`src/rtl/regfile_pkg.sv`:
```
// Shared definitions for the register-file access controller.
// Contents: register address/data widths, arbiter state enum, write-buffer entry payload.
package regfile_pkg;

   localparam int unsigned REG_ADDR_W = 5;
   localparam int unsigned REG_DATA_W = 32;

   // Which register-file access the arbiter grants in the current cycle
   typedef enum logic [1:0] {
      ST_IDLE     = 2'd0,
      ST_RD_GRANT = 2'd1,
      ST_WR_GRANT = 2'd2
   } rf_state_e;

   // One pending writeback
   typedef struct packed {
      logic [REG_ADDR_W-1:0] addr;
      logic [REG_DATA_W-1:0] data;
   } wbuf_entry_t;

endpackage

```
`src/rtl/regfile_ctrl_if.sv`:
```
// Bus bundle between requesters, the controller and the register file.
// Groups: writeback request (wr_*), operand read request (rd_*), read response (rsp_*),
// register-file side (rf_*).
// Modports: slave = controller, master = requester / register-file environment.
interface regfile_ctrl_if;
   import regfile_pkg::*;

   logic                  wr_valid;
   logic                  wr_ready;
   logic [REG_ADDR_W-1:0] wr_addr;
   logic [REG_DATA_W-1:0] wr_data;

   logic                  rd_valid;
   logic                  rd_ready;
   logic [REG_ADDR_W-1:0] rd_addr_a;
   logic [REG_ADDR_W-1:0] rd_addr_b;

   logic                  rsp_valid;
   logic [REG_DATA_W-1:0] rsp_data_a;
   logic [REG_DATA_W-1:0] rsp_data_b;

   logic                  rf_ld;
   logic [REG_ADDR_W-1:0] rf_sa;
   logic [REG_ADDR_W-1:0] rf_sb;
   logic [REG_ADDR_W-1:0] rf_dr;
   logic [REG_DATA_W-1:0] rf_d_in;
   logic [REG_DATA_W-1:0] rf_data_a;
   logic [REG_DATA_W-1:0] rf_data_b;

   modport slave (
      input  wr_valid, wr_addr, wr_data,
      input  rd_valid, rd_addr_a, rd_addr_b,
      input  rf_data_a, rf_data_b,
      output wr_ready, rd_ready,
      output rsp_valid, rsp_data_a, rsp_data_b,
      output rf_ld, rf_sa, rf_sb, rf_dr, rf_d_in
   );

   modport master (
      output wr_valid, wr_addr, wr_data,
      output rd_valid, rd_addr_a, rd_addr_b,
      output rf_data_a, rf_data_b,
      input  wr_ready, rd_ready,
      input  rsp_valid, rsp_data_a, rsp_data_b,
      input  rf_ld, rf_sa, rf_sb, rf_dr, rf_d_in
   );

endinterface

```
`src/rtl/regfile_ctrl_wbuf_fifo.sv`:
```
// wbuf_fifo: write buffer for pending register writebacks.
// Ports: clk, rst_n (async active-low); i_push/i_entry enqueue, i_pop dequeue,
// o_head oldest entry, o_full/o_empty status, o_ord_addr/o_ord_vld every entry in
// age order (index 0 = oldest) for hazard comparison.
// With REGFILE_CTRL_BYPASS_EN defined, o_ord_data also exposes entry data for forwarding.
module wbuf_fifo
   import regfile_pkg::*;
#(
   parameter int unsigned DEPTH = 2
) (
   input  logic                                  clk,
   input  logic                                  rst_n,
   input  logic                                  i_push,
   input  wbuf_entry_t                           i_entry,
   input  logic                                  i_pop,
   output wbuf_entry_t                           o_head,
   output logic                                  o_full,
   output logic                                  o_empty,
   output logic [DEPTH-1:0][REG_ADDR_W-1:0]      o_ord_addr,
   output logic [DEPTH-1:0]                      o_ord_vld
`ifdef REGFILE_CTRL_BYPASS_EN
   ,output logic [DEPTH-1:0][REG_DATA_W-1:0]     o_ord_data
`endif
);

   localparam int unsigned AW = $clog2(DEPTH);
   localparam int unsigned CW = AW + 1;

   logic [AW-1:0] r_wr_ptr;
   logic [AW-1:0] r_rd_ptr;
   logic [CW-1:0] r_count;
   wbuf_entry_t   r_mem [DEPTH];

   logic w_push;
   logic w_pop;

   assign o_full  = (r_count == CW'(DEPTH));
   assign o_empty = (r_count == '0);
   assign w_push  = i_push & ~o_full;
   assign w_pop   = i_pop & ~o_empty;
   assign o_head  = r_mem[r_rd_ptr];

   // Pointers wrap naturally because DEPTH is a power of two
   always_ff @(posedge clk or negedge rst_n) begin
      if (!rst_n) begin
         r_wr_ptr <= '0;
         r_rd_ptr <= '0;
         r_count  <= '0;
      end else begin
         if (w_push) r_wr_ptr <= r_wr_ptr + AW'(1);
         if (w_pop)  r_rd_ptr <= r_rd_ptr + AW'(1);
         case ({w_push, w_pop})
            2'b10:   r_count <= r_count + CW'(1);
            2'b01:   r_count <= r_count - CW'(1);
            default: r_count <= r_count;
         endcase
      end
   end

   // Storage needs no reset: occupancy alone decides which entries are live
   always_ff @(posedge clk) begin
      if (w_push) r_mem[r_wr_ptr] <= i_entry;
   end

   // Age-ordered view of the buffer, oldest first
   always_comb begin
      for (int unsigned k = 0; k < DEPTH; k++) begin
         o_ord_addr[k] = r_mem[r_rd_ptr + AW'(k)].addr;
         o_ord_vld[k]  = (CW'(k) < r_count);
`ifdef REGFILE_CTRL_BYPASS_EN
         o_ord_data[k] = r_mem[r_rd_ptr + AW'(k)].data;
`endif
      end
   end

endmodule

```
`src/rtl/regfile_ctrl.sv`:
```
// regfile_ctrl: arbitrates one register-file access per cycle between buffered
// writebacks and operand reads.
// Ports: clk, rst_n (async active-low), bus (regfile_ctrl_if.slave): wr_* writeback
// request, rd_* operand read request, rsp_* read response one cycle after acceptance,
// rf_* register-file port (combinational read, write on rf_ld).
// Macro REGFILE_CTRL_BYPASS_EN: reads are not stalled by pending writes; the youngest
// matching buffered/incoming write data is forwarded into the response instead.
module regfile_ctrl
   import regfile_pkg::*;
#(
   parameter int unsigned WBUF_DEPTH = 2,
   parameter int unsigned STARVE_MAX = 4
) (
   input  logic          clk,
   input  logic          rst_n,
   regfile_ctrl_if.slave bus
);

   rf_state_e   w_state;
   wbuf_entry_t w_head;
   wbuf_entry_t w_in_entry;
   logic        w_full;
   logic        w_empty;
   logic        w_push;
   logic        w_pop;
   logic        w_wr_ready;
   logic        w_hazard;
   logic        w_starved;
   logic        w_rd_ready;
   logic        w_rf_ld;
   logic [REG_ADDR_W-1:0] w_rf_sa;
   logic [REG_ADDR_W-1:0] w_rf_sb;
   logic [REG_ADDR_W-1:0] w_rf_dr;
   logic [REG_DATA_W-1:0] w_rf_din;
   logic [REG_DATA_W-1:0] w_op_a;
   logic [REG_DATA_W-1:0] w_op_b;
   logic [WBUF_DEPTH-1:0][REG_ADDR_W-1:0] w_ord_addr;
   logic [WBUF_DEPTH-1:0]                 w_ord_vld;
`ifdef REGFILE_CTRL_BYPASS_EN
   logic [WBUF_DEPTH-1:0][REG_DATA_W-1:0] w_ord_data;
`endif

   logic [3:0]            r_starve;
   logic                  r_rsp_valid;
   logic [REG_DATA_W-1:0] r_rsp_a;
   logic [REG_DATA_W-1:0] r_rsp_b;

   // Writes to x0 are acknowledged but never stored
   assign w_wr_ready = rst_n & ~w_full;
   assign w_push     = bus.wr_valid & w_wr_ready & (bus.wr_addr != '0);
   assign w_in_entry = '{addr: bus.wr_addr, data: bus.wr_data};
   assign w_pop      = (w_state == ST_WR_GRANT);
   assign w_starved  = (r_starve == 4'(STARVE_MAX)) & ~w_empty;

   wbuf_fifo #(.DEPTH(WBUF_DEPTH)) u_wbuf (
      .clk        (clk),
      .rst_n      (rst_n),
      .i_push     (w_push),
      .i_entry    (w_in_entry),
      .i_pop      (w_pop),
      .o_head     (w_head),
      .o_full     (w_full),
      .o_empty    (w_empty),
      .o_ord_addr (w_ord_addr),
      .o_ord_vld  (w_ord_vld)
`ifdef REGFILE_CTRL_BYPASS_EN
      ,.o_ord_data(w_ord_data)
`endif
   );

`ifdef REGFILE_CTRL_BYPASS_EN
   assign w_hazard = 1'b0;

   // Forwarding: scan oldest to youngest so the youngest match wins; the write being
   // accepted this cycle is younger than anything buffered
   always_comb begin
      w_op_a = bus.rf_data_a;
      w_op_b = bus.rf_data_b;
      for (int unsigned k = 0; k < WBUF_DEPTH; k++) begin
         if (w_ord_vld[k] && (w_ord_addr[k] == bus.rd_addr_a)) w_op_a = w_ord_data[k];
         if (w_ord_vld[k] && (w_ord_addr[k] == bus.rd_addr_b)) w_op_b = w_ord_data[k];
      end
      if (w_push && (bus.wr_addr == bus.rd_addr_a)) w_op_a = bus.wr_data;
      if (w_push && (bus.wr_addr == bus.rd_addr_b)) w_op_b = bus.wr_data;
      if (bus.rd_addr_a == '0) w_op_a = '0;
      if (bus.rd_addr_b == '0) w_op_b = '0;
   end
`else
   // Hazard: a nonzero operand address matches a buffered write or the write being
   // accepted this cycle (which would otherwise be overtaken by the read)
   always_comb begin
      w_hazard = 1'b0;
      for (int unsigned k = 0; k < WBUF_DEPTH; k++) begin
         if (w_ord_vld[k] && (bus.rd_addr_a != '0) && (w_ord_addr[k] == bus.rd_addr_a))
            w_hazard = 1'b1;
         if (w_ord_vld[k] && (bus.rd_addr_b != '0) && (w_ord_addr[k] == bus.rd_addr_b))
            w_hazard = 1'b1;
      end
      if (w_push && (bus.rd_addr_a != '0) && (bus.wr_addr == bus.rd_addr_a)) w_hazard = 1'b1;
      if (w_push && (bus.rd_addr_b != '0) && (bus.wr_addr == bus.rd_addr_b)) w_hazard = 1'b1;
   end

   assign w_op_a = (bus.rd_addr_a == '0) ? '0 : bus.rf_data_a;
   assign w_op_b = (bus.rd_addr_b == '0) ? '0 : bus.rf_data_b;
`endif

   // Grant selection: forced drain, then hazard-free read, then opportunistic drain
   always_comb begin
      w_state = ST_IDLE;
      if (!rst_n)                          w_state = ST_IDLE;
      else if (w_full || w_starved)        w_state = ST_WR_GRANT;
      else if (bus.rd_valid && !w_hazard)  w_state = ST_RD_GRANT;
      else if (!w_empty)                   w_state = ST_WR_GRANT;
   end

   // Register-file port drive for the granted access; all zero when idle
   always_comb begin
      w_rd_ready = 1'b0;
      w_rf_ld    = 1'b0;
      w_rf_sa    = '0;
      w_rf_sb    = '0;
      w_rf_dr    = '0;
      w_rf_din   = '0;
      case (w_state)
         ST_RD_GRANT: begin
            w_rd_ready = 1'b1;
            w_rf_sa    = bus.rd_addr_a;
            w_rf_sb    = bus.rd_addr_b;
         end
         ST_WR_GRANT: begin
            w_rf_ld  = 1'b1;
            w_rf_dr  = w_head.addr;
            w_rf_din = w_head.data;
         end
         default: ;
      endcase
   end

   // Starvation counter: reads granted while a write waits
   always_ff @(posedge clk or negedge rst_n) begin
      if (!rst_n) begin
         r_starve <= '0;
      end else if ((w_state == ST_WR_GRANT) || w_empty) begin
         r_starve <= '0;
      end else if ((w_state == ST_RD_GRANT) && (r_starve != 4'(STARVE_MAX))) begin
         r_starve <= r_starve + 4'd1;
      end
   end

   // Read response, captured at acceptance
   always_ff @(posedge clk or negedge rst_n) begin
      if (!rst_n) begin
         r_rsp_valid <= 1'b0;
         r_rsp_a     <= '0;
         r_rsp_b     <= '0;
      end else begin
         r_rsp_valid <= w_rd_ready;
         if (w_rd_ready) begin
            r_rsp_a <= w_op_a;
            r_rsp_b <= w_op_b;
         end
      end
   end

   assign bus.wr_ready   = w_wr_ready;
   assign bus.rd_ready   = w_rd_ready;
   assign bus.rsp_valid  = r_rsp_valid;
   assign bus.rsp_data_a = r_rsp_a;
   assign bus.rsp_data_b = r_rsp_b;
   assign bus.rf_ld      = w_rf_ld;
   assign bus.rf_sa      = w_rf_sa;
   assign bus.rf_sb      = w_rf_sb;
   assign bus.rf_dr      = w_rf_dr;
   assign bus.rf_d_in    = w_rf_din;

endmodule

```
`src/flat_wrapper.sv`:
```
// flat-port wrapper written by rule: the top's interface ports become plain ports
module regfile_ctrl_flat import regfile_pkg::*;
#(
   parameter int unsigned WBUF_DEPTH = 2,
   parameter int unsigned STARVE_MAX = 4
)
  (clk, rst_n, bus_wr_valid, bus_wr_addr, bus_wr_data, bus_rd_valid, bus_rd_addr_a, bus_rd_addr_b, bus_rf_data_a, bus_rf_data_b, bus_wr_ready, bus_rd_ready, bus_rsp_valid, bus_rsp_data_a, bus_rsp_data_b, bus_rf_ld, bus_rf_sa, bus_rf_sb, bus_rf_dr, bus_rf_d_in);
  regfile_ctrl_if bus_i ();
  input  logic clk;
  input  logic rst_n;
  input wire logic [$bits(bus_i.wr_valid)-1:0] bus_wr_valid;
  input wire logic [$bits(bus_i.wr_addr)-1:0] bus_wr_addr;
  input wire logic [$bits(bus_i.wr_data)-1:0] bus_wr_data;
  input wire logic [$bits(bus_i.rd_valid)-1:0] bus_rd_valid;
  input wire logic [$bits(bus_i.rd_addr_a)-1:0] bus_rd_addr_a;
  input wire logic [$bits(bus_i.rd_addr_b)-1:0] bus_rd_addr_b;
  input wire logic [$bits(bus_i.rf_data_a)-1:0] bus_rf_data_a;
  input wire logic [$bits(bus_i.rf_data_b)-1:0] bus_rf_data_b;
  output wire logic [$bits(bus_i.wr_ready)-1:0] bus_wr_ready;
  output wire logic [$bits(bus_i.rd_ready)-1:0] bus_rd_ready;
  output wire logic [$bits(bus_i.rsp_valid)-1:0] bus_rsp_valid;
  output wire logic [$bits(bus_i.rsp_data_a)-1:0] bus_rsp_data_a;
  output wire logic [$bits(bus_i.rsp_data_b)-1:0] bus_rsp_data_b;
  output wire logic [$bits(bus_i.rf_ld)-1:0] bus_rf_ld;
  output wire logic [$bits(bus_i.rf_sa)-1:0] bus_rf_sa;
  output wire logic [$bits(bus_i.rf_sb)-1:0] bus_rf_sb;
  output wire logic [$bits(bus_i.rf_dr)-1:0] bus_rf_dr;
  output wire logic [$bits(bus_i.rf_d_in)-1:0] bus_rf_d_in;
  assign bus_i.wr_valid = bus_wr_valid;
  assign bus_i.wr_addr = bus_wr_addr;
  assign bus_i.wr_data = bus_wr_data;
  assign bus_i.rd_valid = bus_rd_valid;
  assign bus_i.rd_addr_a = bus_rd_addr_a;
  assign bus_i.rd_addr_b = bus_rd_addr_b;
  assign bus_i.rf_data_a = bus_rf_data_a;
  assign bus_i.rf_data_b = bus_rf_data_b;
  assign bus_wr_ready = bus_i.wr_ready;
  assign bus_rd_ready = bus_i.rd_ready;
  assign bus_rsp_valid = bus_i.rsp_valid;
  assign bus_rsp_data_a = bus_i.rsp_data_a;
  assign bus_rsp_data_b = bus_i.rsp_data_b;
  assign bus_rf_ld = bus_i.rf_ld;
  assign bus_rf_sa = bus_i.rf_sa;
  assign bus_rf_sb = bus_i.rf_sb;
  assign bus_rf_dr = bus_i.rf_dr;
  assign bus_rf_d_in = bus_i.rf_d_in;
  regfile_ctrl #(.WBUF_DEPTH(WBUF_DEPTH), .STARVE_MAX(STARVE_MAX)) u_core (.clk(clk), .rst_n(rst_n), .bus(bus_i));
endmodule
```
`config.mk`:
```
export PLATFORM = sky130hd
export DESIGN_NAME = regfile_ctrl_flat
export DESIGN_NICKNAME = d
export VERILOG_FILES = /design/src/rtl/regfile_pkg.sv /design/src/rtl/regfile_ctrl_if.sv /design/src/rtl/regfile_ctrl_wbuf_fifo.sv /design/src/rtl/regfile_ctrl.sv /design/src/flat_wrapper.sv
export SDC_FILE = /design/constraint.sdc
export NUM_CORES = 1
export LEC_CHECK = 0
export BUFFER_PORTS_ARGS = -buffer_cell sky130_fd_sc_hd__buf_4
export CAP_MARGIN = 25
export CORE_ASPECT_RATIO = 0.9
export CORE_MARGIN = 2
export CORE_UTILIZATION = 35
export DETAILED_ROUTE_END_ITERATION = 8
export MAX_ROUTING_LAYER = met4
export PLACE_DENSITY = 0.65
export REMOVE_ABC_BUFFERS = 1
export SLEW_MARGIN = 30
export SYNTH_ARGS = -nofsm -noshare
export SYNTH_HDL_FRONTEND = slang
export SYNTH_HIERARCHICAL = 1
export SYNTH_SLANG_ARGS = --single-unit
```
`constraint.sdc`:
```
create_clock -name clk -period 4 [get_ports clk]
set_input_delay 0.8 -clock clk [delete_from_list [all_inputs] [get_ports clk]]
set_output_delay 0.8 -clock clk [all_outputs]
set_load 0.01 [all_outputs]
```
; ---- Word-level counts from Yosys, hierarchy flattened
; Memories as Yosys holds them, arrays and structs flattened.
; Index checks and enable logic that the tools add are counted.
[word_totals]
regBits = 73
ramBits = 74
input_bits = 115
word_cells = 84
mem_count = 1
[memory_table]
columns = name, words, word_bits, rd, rd_ports_with_merged_regs, write_ports, line
row1 = u_core.u_wbuf.r_mem, 2, 37, 2, 0, 1, regfile_ctrl_wbuf_fifo.sv:32  ; wbuf_entry_t r_mem [DEPTH];
[classes]
addsub = 5
order_cmp = 2
n_eq_ne = 13
muxes = 23
bitwise_logic = 8
n_reduce_logical = 25
[op_table]
columns = operator, n
row1 = 32-bit 2-to-1 mux, 3
row2 = 5-bit equality test, 6
row3 = 5-bit 2-to-1 mux, 3
row4 = 5-bit nonzero test, 3
row5 = 1-bit logical AND, 14
row6 = 5-bit logical NOT, 2
row7 = 1-bit 2-to-1 mux, 10
row8 = 2-bit 2-to-1 mux, 4
row9 = 4-bit 2-to-1 mux, 2
row10 = 1-bit bitwise AND, 6
row11 = 2-bit equality test (second input constant), 3
row12 = 4-bit by 1-bit adder with 4-bit output (second input constant), 1
row13 = 2-bit by 1-bit equality test with 1-bit output (second input constant), 2
row14 = 4-bit by 3-bit equality test with 1-bit output (second input constant), 1
row15 = 1-bit by 2-bit less-than comparator with 1-bit output (first input constant), 2
row16 = 4-bit by 3-bit inequality test with 1-bit output (second input constant), 1
row17 = 2-bit case mux with 2 select lines, 1
row18 = 2-bit nonzero test, 2
row19 = 1-bit adder (second input constant), 2
row20 = 2-bit by 1-bit adder with 2-bit output (second input constant), 1
row21 = 2-bit logical NOT, 1
row22 = 1-bit logical OR, 2
row23 = 1-bit NOT, 2
row24 = 2-bit by 1-bit subtractor with 2-bit output (second input constant), 1
row25 = 1-bit logical NOT, 1

; ---- Logic depth before layout (Yosys ltp)
[depth]
depth_word = 18
mapped_depth = 15
ltp_nobuf = 12

; ---- Modules after synthesis
; Netlist, hierarchy kept.
[by_module_without_submodules]
columns = module, instances, cells_each, area_each_um2, seq_area_each_um2
row1 = regfile_ctrl, 1, 420, 3659.8, 1726.7
row2 = wbuf_fifo, 1, 149, 3203.1, 2322.2

; ---- Worst setup path before layout
; Ideal clock, no wire load.
[synth_path]
path_type = in2reg
startpoint = input rst_n
endpoint = memory u_core/u_wbuf/r_mem[0][0] (netlist name), enable pin
setup_time_ps = 431
t_arrival_ps = 3021
t_required_ps = 3569
slack_ps = 548
path_stages = 5
n_path_buf = 0
path_cell_list = nor2b_1 > nand2_1 > a21oi_1 > nand2b_1 > nor2_1
[synth_between]
elab_chain_len = 6
[synth_rtl]
columns = item, line
row1 = from (decl), flat_wrapper.sv:10  ; input logic rst_n;
row2 = 1-bit bitwise AND, regfile_ctrl.sv:49  ; assign w_wr_ready = rst_n & ~w_full;
row3 = 1-bit bitwise AND (2 in series), regfile_ctrl.sv:50  ; assign w_push = bus.wr_valid & w_wr_ready & (bus.wr_addr != '0);
row4 = via u_core.w_push, regfile_ctrl.sv:24  ; logic w_push;
row5 = 1-bit bitwise AND, regfile_ctrl_wbuf_fifo.sv:39  ; assign w_push = i_push & ~o_full;
row6 = 1-bit 2-to-1 mux, regfile_ctrl_wbuf_fifo.sv:62  ; if (w_push) r_mem[r_wr_ptr] <= i_entry;
row7 = 1-bit 2-to-1 mux (not written as such), regfile_ctrl_wbuf_fifo.sv:62
row8 = to (decl), regfile_ctrl_wbuf_fifo.sv:32
; The timed path passes the listed nets, and every way through them passes these cells.

==> PnR_summary.wiki <==
{| class="wikitable"
! Metric !! Value
|-
| Status || finished, final reports clean
|-
| Cell taking the most area after synthesis || sky130_fd_sc_hd__edfxtp_1
|-
| Horizontal die dimension || 152 um
|-
| Final Hold Violating Endpoints || 0
|-
| Yosys reg bits || 147
|-
| Final period demand of the worst path || 3.80 ns
|-
| Router iterations before antenna repair || 4
|-
| Cell type with the highest occurrence count on the critical path || sky130_fd_sc_hd__buf_4
|-
| H-tree Lvls || 4
|-
| Clock tree skew after final layout || 0.00888 ns
|-
| Post-layout instance area || 9310 um^2
|-
| Top cells by instance count after synthesis || 74 x sky130_fd_sc_hd__edfxtp_1, 73 x sky130_fd_sc_hd__dfrtp_1, 70 x sky130_fd_sc_hd__inv_1
|-
| Simple-gate share of the synthesized area || 12.3%
|-
| Cells after synthesis || 569
|-
| Total Routed Length || 15.9 mm
|-
| Number of diodes || 0
|-
| Overall fraction of global-route tracks in use || 15.8%
|-
| Initial antenna violation count || 0
|-
| DRC errors left || 0
|-
| Utilization after layout || 48.4%
|-
| Crit path launch type || flop
|-
| DR vias || 4787
|-
| Power density of the placed cells || 680 nW/um^2
|-
| Largest fanout on the critical path || 39
|-
| Share of synthesized cell area in full adder, half adder and majority cells || 1.09%
|-
| Total number of placement rows || 48
|-
| Iter 0 DRT Violations || 199
|-
| Kind of end point of the critical path || output port
|-
| Upper clock frequency limit || 0.263 GHz
|-
| Most used DFF post-synth || sky130_fd_sc_hd__edfxtp_1
|-
| Asr flop ratio synth || 49.7%
|-
| Setup repair after global routing missed its margin || false
|-
| Final cell count without fillers || 1051
|-
| Count of flip-flops with a built-in enable after synthesis || 74
|-
| Via density per instance || 4.55
|-
| Mapped Avg Cell Area || 12.1 um^2
|-
| Initial core utilization || 35.7%
|-
| Min-delay worst type || input port to async pin
|-
| Multi-input gate area in the final layout || 2270 um^2
|-
| Global-route wire length before repair || 24.2 mm
|-
| Fin Hold WS || 0.209 ns
|-
| Post-synthesis mux area share || 9.02%
|-
| Hold buffer count at cts || 0
|-
| Xor-xnor portion of the synthesized cell area || 4.34%
|-
| Leftover overflow at the end of global routing || 0
|-
| Main area contributors after synthesis || sky130_fd_sc_hd__edfxtp_1 32%, sky130_fd_sc_hd__dfrtp_1 27%, sky130_fd_sc_hd__mux2_4 8.5%
|-
| Final GP Congestion || 0.821
|-
| TritonCTS sink count || 147
|-
| Peak per-stage delay on the critical path || 0.64 ns
|-
| CTS tree || done
|-
| Compound-cell area share of the yosys netlist || 5.98%
|-
| Sequential share of the synthesized area || 59.0%
|-
| Die Ht || 137 um
|-
| Worst setup margin || 0.198 ns
|-
| Series of cell instances along the critical path || mux2_4 > xnor2_1 > nand4_1 > o22ai_1 > nand2_1 > nand3_1 > and3_1 > buf_4 > and2_1 > buf_4
|-
| Fillcell total || 1773
|-
| Setup-failing EPs final || 0
|-
| Total of max-cap violations || 0
|-
| Maximum clock insertion buffer count || 2
|-
| Slew of the pin with the lowest slew margin || 0.757 ns
|-
| Vias in the first global route || 4588
|-
| Startpoint of the worst register-to-register path || u_core/u_wbuf/r_rd_ptr$_DFFE_PN0N_
|-
| Final antenna-violating net count || 0
|-
| Remaining max-slew budget at the tightest pin || 49.5%
|-
| Synthesis-to-finish area growth || 35.6%
|-
| First element of the critical path || u_core/u_wbuf/r_rd_ptr$_DFFE_PN0N_
|-
| Placeable core region || 19200 um^2
|-
| Area taken by flip-flops and latches || 4050 um^2
|-
| Distinct cell type count of the synthesized netlist || 36
|-
| Root cell of the clock tree || sky130_fd_sc_hd__clkbuf_16
|-
| Largest family of logic cells by synthesized area || simple AND/OR/NAND/NOR gates
|-
| Signal arrival time at the worst endpoint || 3.00 ns
|-
| Pre-CTS setup slack || 0.517 ns
|-
| Aggregate negative setup slack || 0 ns
|-
| Startpoint-to-endpoint class of the critical path || flop to output port
|-
| Top-count cell post-synth || sky130_fd_sc_hd__edfxtp_1
|-
| Clock latency reported for the late side of the worst-skew pair || 0.41 ns
|-
| Die outline area || 20700 um^2
|-
| Maximum number of pins on one net before global-route repair || 113
|-
| Wire length per cell after detailed routing || 15.1 um
|-
| # nets final || 910
|-
| Clk pin slew, worst setup/hold paths || 0.06 ns
|-
| Worst-case vdd ir drop || 0.279 mV
|-
| Number of placed cells counting well taps || 1020
|-
| Num CTS Buffers || 17
|-
| CP max-delay cell || sky130_fd_sc_hd__dfrtp_4
|-
| Ys Warns || 6
|-
| Count of final max-slew check failures || 0
|-
| Share of post-route cells with drive strength above 1 || 39.5%
|-
| P_leak || 4.19 nW
|-
| Yosys top cell area share || 32.4%
|-
| Pwr Total || 6.33 mW
|-
| Detailed Place HPWL || 11.2 mm
|-
| Period Utilization, post-route || 95.1%
|-
| Crit path max-delay family || simple AND/OR/NAND/NOR gates
|-
| Input/output buffers || 229
|-
| Standard cell area after detailed placement || 8670 um^2
|-
| Top-Level Pins || 230
|-
| Critical path buffer and inverter count || 2
|-
| Cell area after synthesis || 6860 um^2
|-
| Critical path required time || 3.20 ns
|}
worst paths after layout:
| kind | depth (start not counted) | endpoint | slack, ns |
|---|---|---|---|
| max | 10 | bus_rf_dr[0] | 0.20 |
| min | 1 | u_core/u_wbuf/r_count[1]$_DFFE_PN0P_ | 0.21 |
| max reg2reg | 12 | u_core/u_wbuf/r_count[1]$_DFFE_PN0P_ | 0.86 |
| min reg2reg | 2 | u_core/bus.rsp_data_a[3]$_DFFE_PN0N_ | 0.52 |
| max in group asynchronous | 2 | u_core/bus.rsp_data_b[27]$_DFFE_PN0N_ | 2.93 |
| min in group clk | 2 | u_core/bus.rsp_data_a[3]$_DFFE_PN0N_ | 0.52 |
registers in the layout (all words and copies together) (netlist names):
register / count
u_core/bus.rsp_data_a: 32
u_core/u_wbuf/r_wr_ptr: 1
u_core/u_wbuf/r_rd_ptr: 1
u_core/u_wbuf/r_count: 2
u_core/bus.rsp_valid: 1
u_core/r_starve: 4
u_core/bus.rsp_data_b: 32
u_core/u_wbuf/r_mem: 74
power by group:
part           leakage, nW  switching, mW  internal [mW]
combinational         2.31           1.10           1.23
clock                0.301          0.624           1.05
sequential            1.58          0.269           2.06
total                 4.19           1.99           4.34
cells in the final DEF, fill, tap and decap left out, drive strengths merged, types with 17 or more instances in the layout:
| cell | count |
|---|---|
| nand3 | 67 |
| o21ai | 67 |
| dfrtp | 73 |
| buf | 237 |
| clkbuf | 17 |
| mux2 | 42 |
| edfxtp | 74 |
| inv | 75 |
| and2 | 47 |
| xnor2 | 27 |
metal layers:
layer  vias up  GRT usage [%]  part of all wire, %
li1       2368              -                    -
met4         0           6.22                  2.4
met2       132           25.3                   51
met1      2262           19.6                   42
met5         -              -                    0
met3        25           3.30                  4.9
logic make-up (layout without fill, tap and decap cells):
kind of cell / Yosys count / after routing
adders and majority gates: 6 / 6
xor gates and xnor gates: 34 / 34
buffers and inverters: 106 / 338
DFF: 147 / 147
muxes: 42 / 42
and+or+nand+nor: 156 / 156
AOI/OAI and AO/OA: 78 / 78
what timing repair did:
action,4_1_cts,5_1_grt
setup buffers,0,0
endpoints found under the setup margin,0,37
resized for setup,0,1
layout make-up:
class	count	area share, %
inverter	70	2.82
timing repair buffer	237	19.2
sequential	147	43.5
clock inverter	14	2.14
multi-input combinational	316	24.4
clock buffer	17	4.57
tap	250	3.36
(Power assumes the default switching activity.)
